## src/rtl/score_counter.sv

```systemverilog
// score_counter: owns the 8-bit game score (tap / hold-to-repeat increments,
// freeze on collision, clear on restart) and converts it to BCD digits with
// a sequential double-dabble engine so the renderer needs no divider.
module score_counter #(
    parameter int unsigned HOLD_TICKS = 8,
    parameter int unsigned SCORE_MAX  = 255,
    parameter int unsigned FRAME_VPOS = 480
) (
    input  logic       i_clk,
    input  logic       i_rst_n,
    input  logic [9:0] i_vpos,
    input  logic [9:0] i_hpos,
    input  logic       i_move,
    input  logic       i_collision,
    input  logic       i_restart,
    output logic [7:0] o_score,
    output logic [3:0] o_hundreds,
    output logic [3:0] o_tens,
    output logic [3:0] o_ones,
    output logic       o_bcd_valid,
    output logic       o_game_over
);

    localparam int unsigned SCORE_W = 8;
    localparam int unsigned BCD_W   = 12;
    localparam int unsigned HOLD_W  = $clog2(HOLD_TICKS);
    localparam int unsigned CNT_W   = 3;

    typedef enum logic {ST_PLAY, ST_GAME_OVER} game_state_e;
    typedef enum logic [1:0] {CV_IDLE, CV_LOAD, CV_SHIFT, CV_DONE} conv_state_e;

    game_state_e         state_q, state_d;
    conv_state_e         cv_state_q, cv_state_d;
    logic                sync1_q, move_s_q;
    logic                prev_move_q, prev_move_d;
    logic [HOLD_W-1:0]   hold_q, hold_d;
    logic [SCORE_W-1:0]  score_q, score_d;
    logic                game_over_q, game_over_d;
    logic [SCORE_W-1:0]  src_q, src_d;
    logic [SCORE_W-1:0]  bin_q, bin_d;
    logic [BCD_W-1:0]    bcd_q, bcd_d;
    logic [CNT_W-1:0]    bit_cnt_q, bit_cnt_d;
    logic [3:0]          hundreds_q, hundreds_d;
    logic [3:0]          tens_q, tens_d;
    logic [3:0]          ones_q, ones_d;
    logic                valid_q, valid_d;

    logic                frame_tick_c;
    logic [SCORE_W-1:0]  score_inc_c;
    logic [BCD_W+SCORE_W-1:0] step_c;

    // One double-dabble iteration: add 3 to every nibble >= 5, then shift left.
    function automatic logic [BCD_W+SCORE_W-1:0] dabble_step(
        input logic [BCD_W-1:0]   bcd,
        input logic [SCORE_W-1:0] bin
    );
        logic [BCD_W-1:0] adj;
        adj = bcd;
        for (int i = 0; i < 3; i++) begin
            if (adj[4*i +: 4] >= 4'd5) begin
                adj[4*i +: 4] = adj[4*i +: 4] + 4'd3;
            end
        end
        return {adj, bin} << 1;
    endfunction

    assign frame_tick_c = (i_vpos == 10'(FRAME_VPOS)) && (i_hpos == 10'd0);
    assign score_inc_c  = (score_q < SCORE_W'(SCORE_MAX)) ? score_q + 8'd1 : score_q;
    assign step_c       = dabble_step(bcd_q, bin_q);

    // Two-flop synchronizer for the asynchronous move button.
    always_ff @(posedge i_clk or negedge i_rst_n) begin
        if (!i_rst_n) begin
            sync1_q  <= 1'b0;
            move_s_q <= 1'b0;
        end else begin
            sync1_q  <= i_move;
            move_s_q <= sync1_q;
        end
    end

    // Game state register: score, hold counter, previous-tick move level.
    always_ff @(posedge i_clk or negedge i_rst_n) begin
        if (!i_rst_n) begin
            state_q     <= ST_PLAY;
            score_q     <= '0;
            hold_q      <= '0;
            prev_move_q <= 1'b0;
            game_over_q <= 1'b0;
        end else begin
            state_q     <= state_d;
            score_q     <= score_d;
            hold_q      <= hold_d;
            prev_move_q <= prev_move_d;
            game_over_q <= game_over_d;
        end
    end

    // Game next-state: restart beats collision, collision beats a tick increment.
    always_comb begin
        state_d     = state_q;
        score_d     = score_q;
        hold_d      = hold_q;
        prev_move_d = prev_move_q;
        if (i_restart) begin
            state_d     = ST_PLAY;
            score_d     = '0;
            hold_d      = '0;
            prev_move_d = 1'b0;
        end else if (state_q == ST_PLAY) begin
            if (i_collision) begin
                state_d = ST_GAME_OVER;
            end else if (frame_tick_c) begin
                prev_move_d = move_s_q;
                if (!move_s_q) begin
                    hold_d = '0;
                end else if (!prev_move_q) begin
                    score_d = score_inc_c;
                    hold_d  = '0;
                end else if (hold_q == HOLD_W'(HOLD_TICKS - 1)) begin
                    score_d = score_inc_c;
                    hold_d  = '0;
                end else begin
                    hold_d = hold_q + HOLD_W'(1);
                end
            end
        end
        game_over_d = (state_d == ST_GAME_OVER);
    end

    // Converter register: engine state, shift registers and published digits.
    always_ff @(posedge i_clk or negedge i_rst_n) begin
        if (!i_rst_n) begin
            cv_state_q <= CV_IDLE;
            src_q      <= '0;
            bin_q      <= '0;
            bcd_q      <= '0;
            bit_cnt_q  <= '0;
            hundreds_q <= '0;
            tens_q     <= '0;
            ones_q     <= '0;
            valid_q    <= 1'b1;
        end else begin
            cv_state_q <= cv_state_d;
            src_q      <= src_d;
            bin_q      <= bin_d;
            bcd_q      <= bcd_d;
            bit_cnt_q  <= bit_cnt_d;
            hundreds_q <= hundreds_d;
            tens_q     <= tens_d;
            ones_q     <= ones_d;
            valid_q    <= valid_d;
        end
    end

    // Converter next-state; src_q is the score being converted, so a mismatch
    // at DONE means the score moved while busy and a reload is required.
    always_comb begin
        cv_state_d = cv_state_q;
        src_d      = src_q;
        bin_d      = bin_q;
        bcd_d      = bcd_q;
        bit_cnt_d  = bit_cnt_q;
        hundreds_d = hundreds_q;
        tens_d     = tens_q;
        ones_d     = ones_q;
        valid_d    = valid_q;
        case (cv_state_q)
            CV_IDLE: begin
                if (score_q != src_q) begin
                    cv_state_d = CV_LOAD;
                    src_d      = score_q;
                    bin_d      = score_q;
                    bcd_d      = '0;
                    bit_cnt_d  = '0;
                    valid_d    = 1'b0;
                end
            end
            CV_LOAD: begin
                {bcd_d, bin_d} = step_c;
                bit_cnt_d      = CNT_W'(1);
                cv_state_d     = CV_SHIFT;
            end
            CV_SHIFT: begin
                {bcd_d, bin_d} = step_c;
                bit_cnt_d      = bit_cnt_q + CNT_W'(1);
                if (bit_cnt_q == CNT_W'(7)) begin
                    cv_state_d = CV_DONE;
                end
            end
            CV_DONE: begin
                hundreds_d = bcd_q[11:8];
                tens_d     = bcd_q[7:4];
                ones_d     = bcd_q[3:0];
                if (score_q != src_q) begin
                    cv_state_d = CV_LOAD;
                    src_d      = score_q;
                    bin_d      = score_q;
                    bcd_d      = '0;
                    bit_cnt_d  = '0;
                end else begin
                    valid_d    = 1'b1;
                    cv_state_d = CV_IDLE;
                end
            end
            default: cv_state_d = CV_IDLE;
        endcase
    end

    assign o_score     = score_q;
    assign o_hundreds  = hundreds_q;
    assign o_tens      = tens_q;
    assign o_ones      = ones_q;
    assign o_bcd_valid = valid_q;
    assign o_game_over = game_over_q;

endmodule
```

## config.mk

```make
export PLATFORM = sky130hd
export DESIGN_NAME = score_counter
export DESIGN_NICKNAME = d
export VERILOG_FILES = /design/src/rtl/score_counter.sv
export SDC_FILE = /design/constraint.sdc
export NUM_CORES = 1
export LEC_CHECK = 0
export CORE_MARGIN = 4
export CORE_UTILIZATION = 30
export DETAILED_ROUTE_END_ITERATION = 8
export HOLD_SLACK_MARGIN = 0.02
export PLACE_DENSITY_LB_ADDON = 0.05
export SLEW_MARGIN = 40
export SYNTH_ARGS = -nofsm -noshare
export SYNTH_HDL_FRONTEND = slang
export SYNTH_SLANG_ARGS = --single-unit
```

## constraint.sdc

```tcl
create_clock -name i_clk -period 5 [get_ports i_clk]
set_input_delay 0.5 -clock i_clk [delete_from_list [all_inputs] [get_ports i_clk]]
set_output_delay 0.5 -clock i_clk [all_outputs]
set_load 0.005 [all_outputs]
```

# Word-level counts from Yosys, hierarchy flattened
# Cells that the tools add are included.
[totals]
inputBits = 25
register_bits = 61
[classes]
reduce_logical = 13
magnitude_cmp = 4
n_eq_ne = 14
mux = 38
n_addsub = 6
[ops]
columns = ["op", "count"]
rows = [
  ["$mux 8", 9],
  ["$mux 3", 9],
  ["$pmux 12 s2", 1],
  ["$pmux 8 s2", 1],
  ["$ge 4x3->1 const B", 3],
  ["$mux 12", 1],
  ["$eq 10x9->1 const B", 1],
  ["$logic_not 10->1", 1],
  ["$mux 1", 10],
  ["$pmux 3 s3", 1],
  ["$add 4x2->4 const B", 2],
  ["$add 8x1->8 const B", 1],
  ["$lt 8x8->1 const B", 1],
  ["$mux 4", 2],
  ["$ne 2x2->1 const B", 4],
  ["$ne 8x8->1", 1],
  ["$pmux 2 s4", 1],
  ["$add 3x1->3 const B", 2],
  ["$eq 3x3->1 const B", 2],
  ["$reduce_and 3->1", 2],
  ["$reduce_bool 2->1", 3],
  ["$reduce_and 5->1", 1],
  ["$eq 2x2->1 const B", 2],
  ["$mux 2", 2],
  ["9 further kinds", 12],
]

# Depth between registers and ports, before layout
[logic_depth]
ltp_word = 9
depth_mapped = 7
depth_no_buf = 7

# Worst setup path after synthesis
# Ideal clock, no wire load.
[synth_path]
kind = "input -> register"
from = "in i_vpos[9]"
to = "reg score_q[3] (netlist: o_score[3])"
stages = 5
arrival_ps = 1852
required_ps = 4872
n_path_buf = 0
setup_slack_ps = 3020
path_cell_list = "nor4bb_1 nand4_1 or3_1 nor3_2 mux2_1"
[synth_via]
elab_chain_len = 4
[synth_lines]
columns = ["element", "line", "source"]
rows = [
  ["start, declared", "11", "input logic [9:0] i_vpos,"],
  ["$eq 10x9->1", "67", "assign frame_tick_c = (i_vpos == 10'(FRAME_VPOS)) && (i_hpos == 10'd0);"],
  ["$logic_and 1x1->1", "67", ""],
  ["$reduce_bool 2->1 (no source line)", "--", ""],
  ["$reduce_and 5->1 (no source line)", "--", ""],
  ["end signal, assigned", "92", "score_q <= score_d;"],
  ["end, declared", "37", "logic [SCORE_W-1:0] score_q, score_d;"],
]
# No other way between the ends.
# A chain may end at the register's enable or synchronous reset.

# Final worst setup path
[layout_path]
from = "in i_vpos[8]"
to = "reg score_q[3] (netlist: o_score[3])"
# Same word-level chain as after synthesis.

==> qor.yml <==
power_and_ir_drop:
  p_comb_share_pct: 23.5
  leakage_nw: 1.76
  powerDensity_nw_per_um2: 350
  p_clk_share_pct: 38.4
  p_int_mw: 0.999
  power_frac_seq_pct: 38.1
  p_sw_share_pct: 29.3
  switchingPower_mw: 0.415
  vdd_drop_max_mv: 0.190
drt:
  via_per_inst: 4.66
  via_count: 2300
  dr.pass1.iters: 4
  routed_wl_um: 6880
  drt_iter0_drc: 92
  ant_nets: 0
  drc_errors: 0
  wire_per_inst_um: 13.9
floorplanning:
  start_util_pct: 30.8
  die_x_um: 111
  coreArea_um2: 10300
  die_area_um2: 12300
  ios: 47
  rows: 37
  die_y_um: 111
clock_tree:
  cts_tree: "yes"
  clkLatencyLatePin_ns: 0.33
  ctsResizeCount: 0
  cts-root-buf: "clkbuf_8"
  htreeDepth: 3
  clk_path_buf_depth: 2
  cts_num_sinks: 61
  cts_setup_buffers: 0
  path_clk_slew_ns: 0.07
  holdBufCountCts: 0
  numCtsBuffers: 9
synth:
  yosysMostFrequentCell: "dfrtp_1"
  synth.top_cells.by_area: "dfrtp_1, mux2_2, ha_1, o21ai_0, nand2_1"
  synth_edf_count: 0
  yosysWarningCount: 0
  ys_ff_latch: 61
  synthCells: 304
  avgSynthCellArea_um2: 10.5
  synth_common_cells: "dfrtp_1, nand2_1, o21ai_0"
  ys_types: 43
  netlist_area_um2: 3180
  synth_top_cell_by_area: "dfrtp_1"
  synth_top_area_share_pct: 47.2
  syn_nets: 345
  ys.flop_type: "dfrtp_1"
  async_flop_share_pct: 100
  ys_seq_area_share_pct: 48.0
timing:
  rsz0062_at_grt: "false"
  period_share_pct: 46.6
  final.setup_skew_ns: 0.0108
  slew_headroom_pct: 50.1
  setup_tns_ns: 0
  worstMarginPinSlew_ns: 0.748
  slew_viol_final: 0
  fin_crit_ns: 2.33
  finalHoldViolCount: 0
  clock.fmax_mhz: 429
  worst_slack_ns: 2.67
  setup_viol: 0
cells_and_area:
  final_cells: 494
  nets: 394
  nFillCells: 994
  area_growth_pct: 26.9
  drive_gt1_share_pct: 14.8
  seq_area_um2: 1530
  antenna_cells: 0
  multiInputGateArea_um2: 1570
  utilization_pct: 39.1
setup_path:
  required_ns: 5.22
  arrival_ns: 2.55
  startpoint_type: "input pin"
  timing_worst_setup_path_type: "in2reg"
  path_cells: "clkdlybuf4s50_1 > nor4bb_1 > nand4_1 > or3_1 > nor3_2 > mux2_1"
  critPathMaxStageDelay_ns: 0.47
  worstPathMaxFanout: 6
  critPathLaunch: "i_vpos[8]"
  cp_slowest_cell: "or3_1"
  r2r_start: "cv_state_q[0]"
  endpoint_kind: "register"
global_route:
  grt_pass1_wl_um: 12000
  antenna_found_initial: 0
  grt_pass1_vias: 2374
  grt_overflow: 0
  grt_max_degree: 40
  grt_use_total_pct: 12.0
job:
  cap_violations: 0
placed_design:
  portBuffers: 46
  pre_cts_ws_ns: 2.32
  dp_cells: 478
  globalplace.congestion: 0.715
  hpwlAfterDp_um: 4760
min_path:
  min_path_type: "in2async"
status:
  outcome: "finished clean"
## worst max-delay path, delay by kind of cell
kind	cells	cell delay, ns
buf+inv	1	0.46
mux	1	0.33
simple gates	4	1.25
## layout by cell type, fill, tap and decap left out, types with 2 or more instances in the layout
cell and count:
dfrtp_1 60, clkdlybuf4s50_1 45, nand2_1 35, o21ai_0 28
mux2_2 24, a21oi_1 21, ha_1 16, nor2_1 14
mux2i_1 13, xnor2_1 11, inv_1 10, clkbuf_8 10
nand3_1 7, nand4_1 5, nor3_1 5, nor2b_1 4
nand2b_1 3, nor3b_1 3, nor4bb_1 3, bufinv_16 3
buf_4 3, nor2_2 2, a21o_1 2, xor2_1 2
nand3b_1 2, nor4b_1 2, and2_1 2, or3_1 2
clkbuf_1 2
## power by group through the flow
stage                     combinational, mW  sequential [mW]  clock (mW)
after floorplan                       0.238            0.544           0
after global placement                0.339            0.548           0
after detailed placement              0.340            0.547           0
after CTS                             0.340            0.539       0.567
after global routing                  0.371            0.541       0.586
final                                 0.332            0.539       0.543
## final timing paths
| path | endpoint | cells after the start | slack [ns] |
|---|---|---|---|
| hold reg to reg | move_s_q | 0 | 0.35 |
| min in group i_clk | move_s_q | 0 | 0.35 |
| hold / removal | o_hundreds[2] | 2 | 0.14 |
| max in group asynchronous | bin_q[0] | 3 | 4.34 |
| setup reg to reg | bit_cnt_q[0] | 5 | 2.86 |
| setup / recovery | o_score[3] | 6 | 2.67 |
## flip-flops by register name (all words and copies together), names as in the netlist, 2 cells and up
register and count:
o_ones 4, src_q 8, o_hundreds 4, cv_state_q 2, bit_cnt_q 3, hold_q 3, bcd_q 12, o_score 8
bin_q 8, o_tens 4
## layer usage
metal / wire [um] / part of all wire (%) / GRT usage [%]
met1: 3280 / 48 / 15.4
met2: 3310 / 48 / 19.7
met3: 210 / 3.1 / 3.22
met4: 81 / 1.2 / 3.69
met5: 0 / 0 / 0
## cell type report
type	instances	area share [%]
Multi-Input combinational cell	221	38.8
Sequential cell	61	37.8
Timing Repair Buffer	50	12.3
Tap cell	136	4.21
Clock buffer	12	3.59
Clock inverter	4	2.35
Inverter	10	0.929
## cell families after synthesis
| family | after synthesis | synth area share [%] |
|---|---|---|
| adders and majority gates | 16 | 6.29 |
| xor gates and xnor gates | 13 | 3.58 |
| buffers and inverters | 22 | 2.79 |
| and+or+nand+nor | 100 | 17.4 |
| DFF | 61 | 48.0 |
| AOI/OAI and AO/OA | 54 | 8.97 |
| muxes | 38 | 12.9 |
## per-stage QoR
step | hold slack (ns) | power [mW] | area, um2
2_1_floorplan | 0.204 | 0.782 | 3180
3_3_place_gp | 0.336 | 0.887 | 3780
3_5_place_dp | 0.335 | 0.888 | 3800
4_1_cts | 0.131 | 1.45 | 4040
5_1_grt | 0.146 | 1.50 | 4040
6_report | 0.142 | 1.41 | 4040
Note: power is estimated with default switching activity, not from simulation.
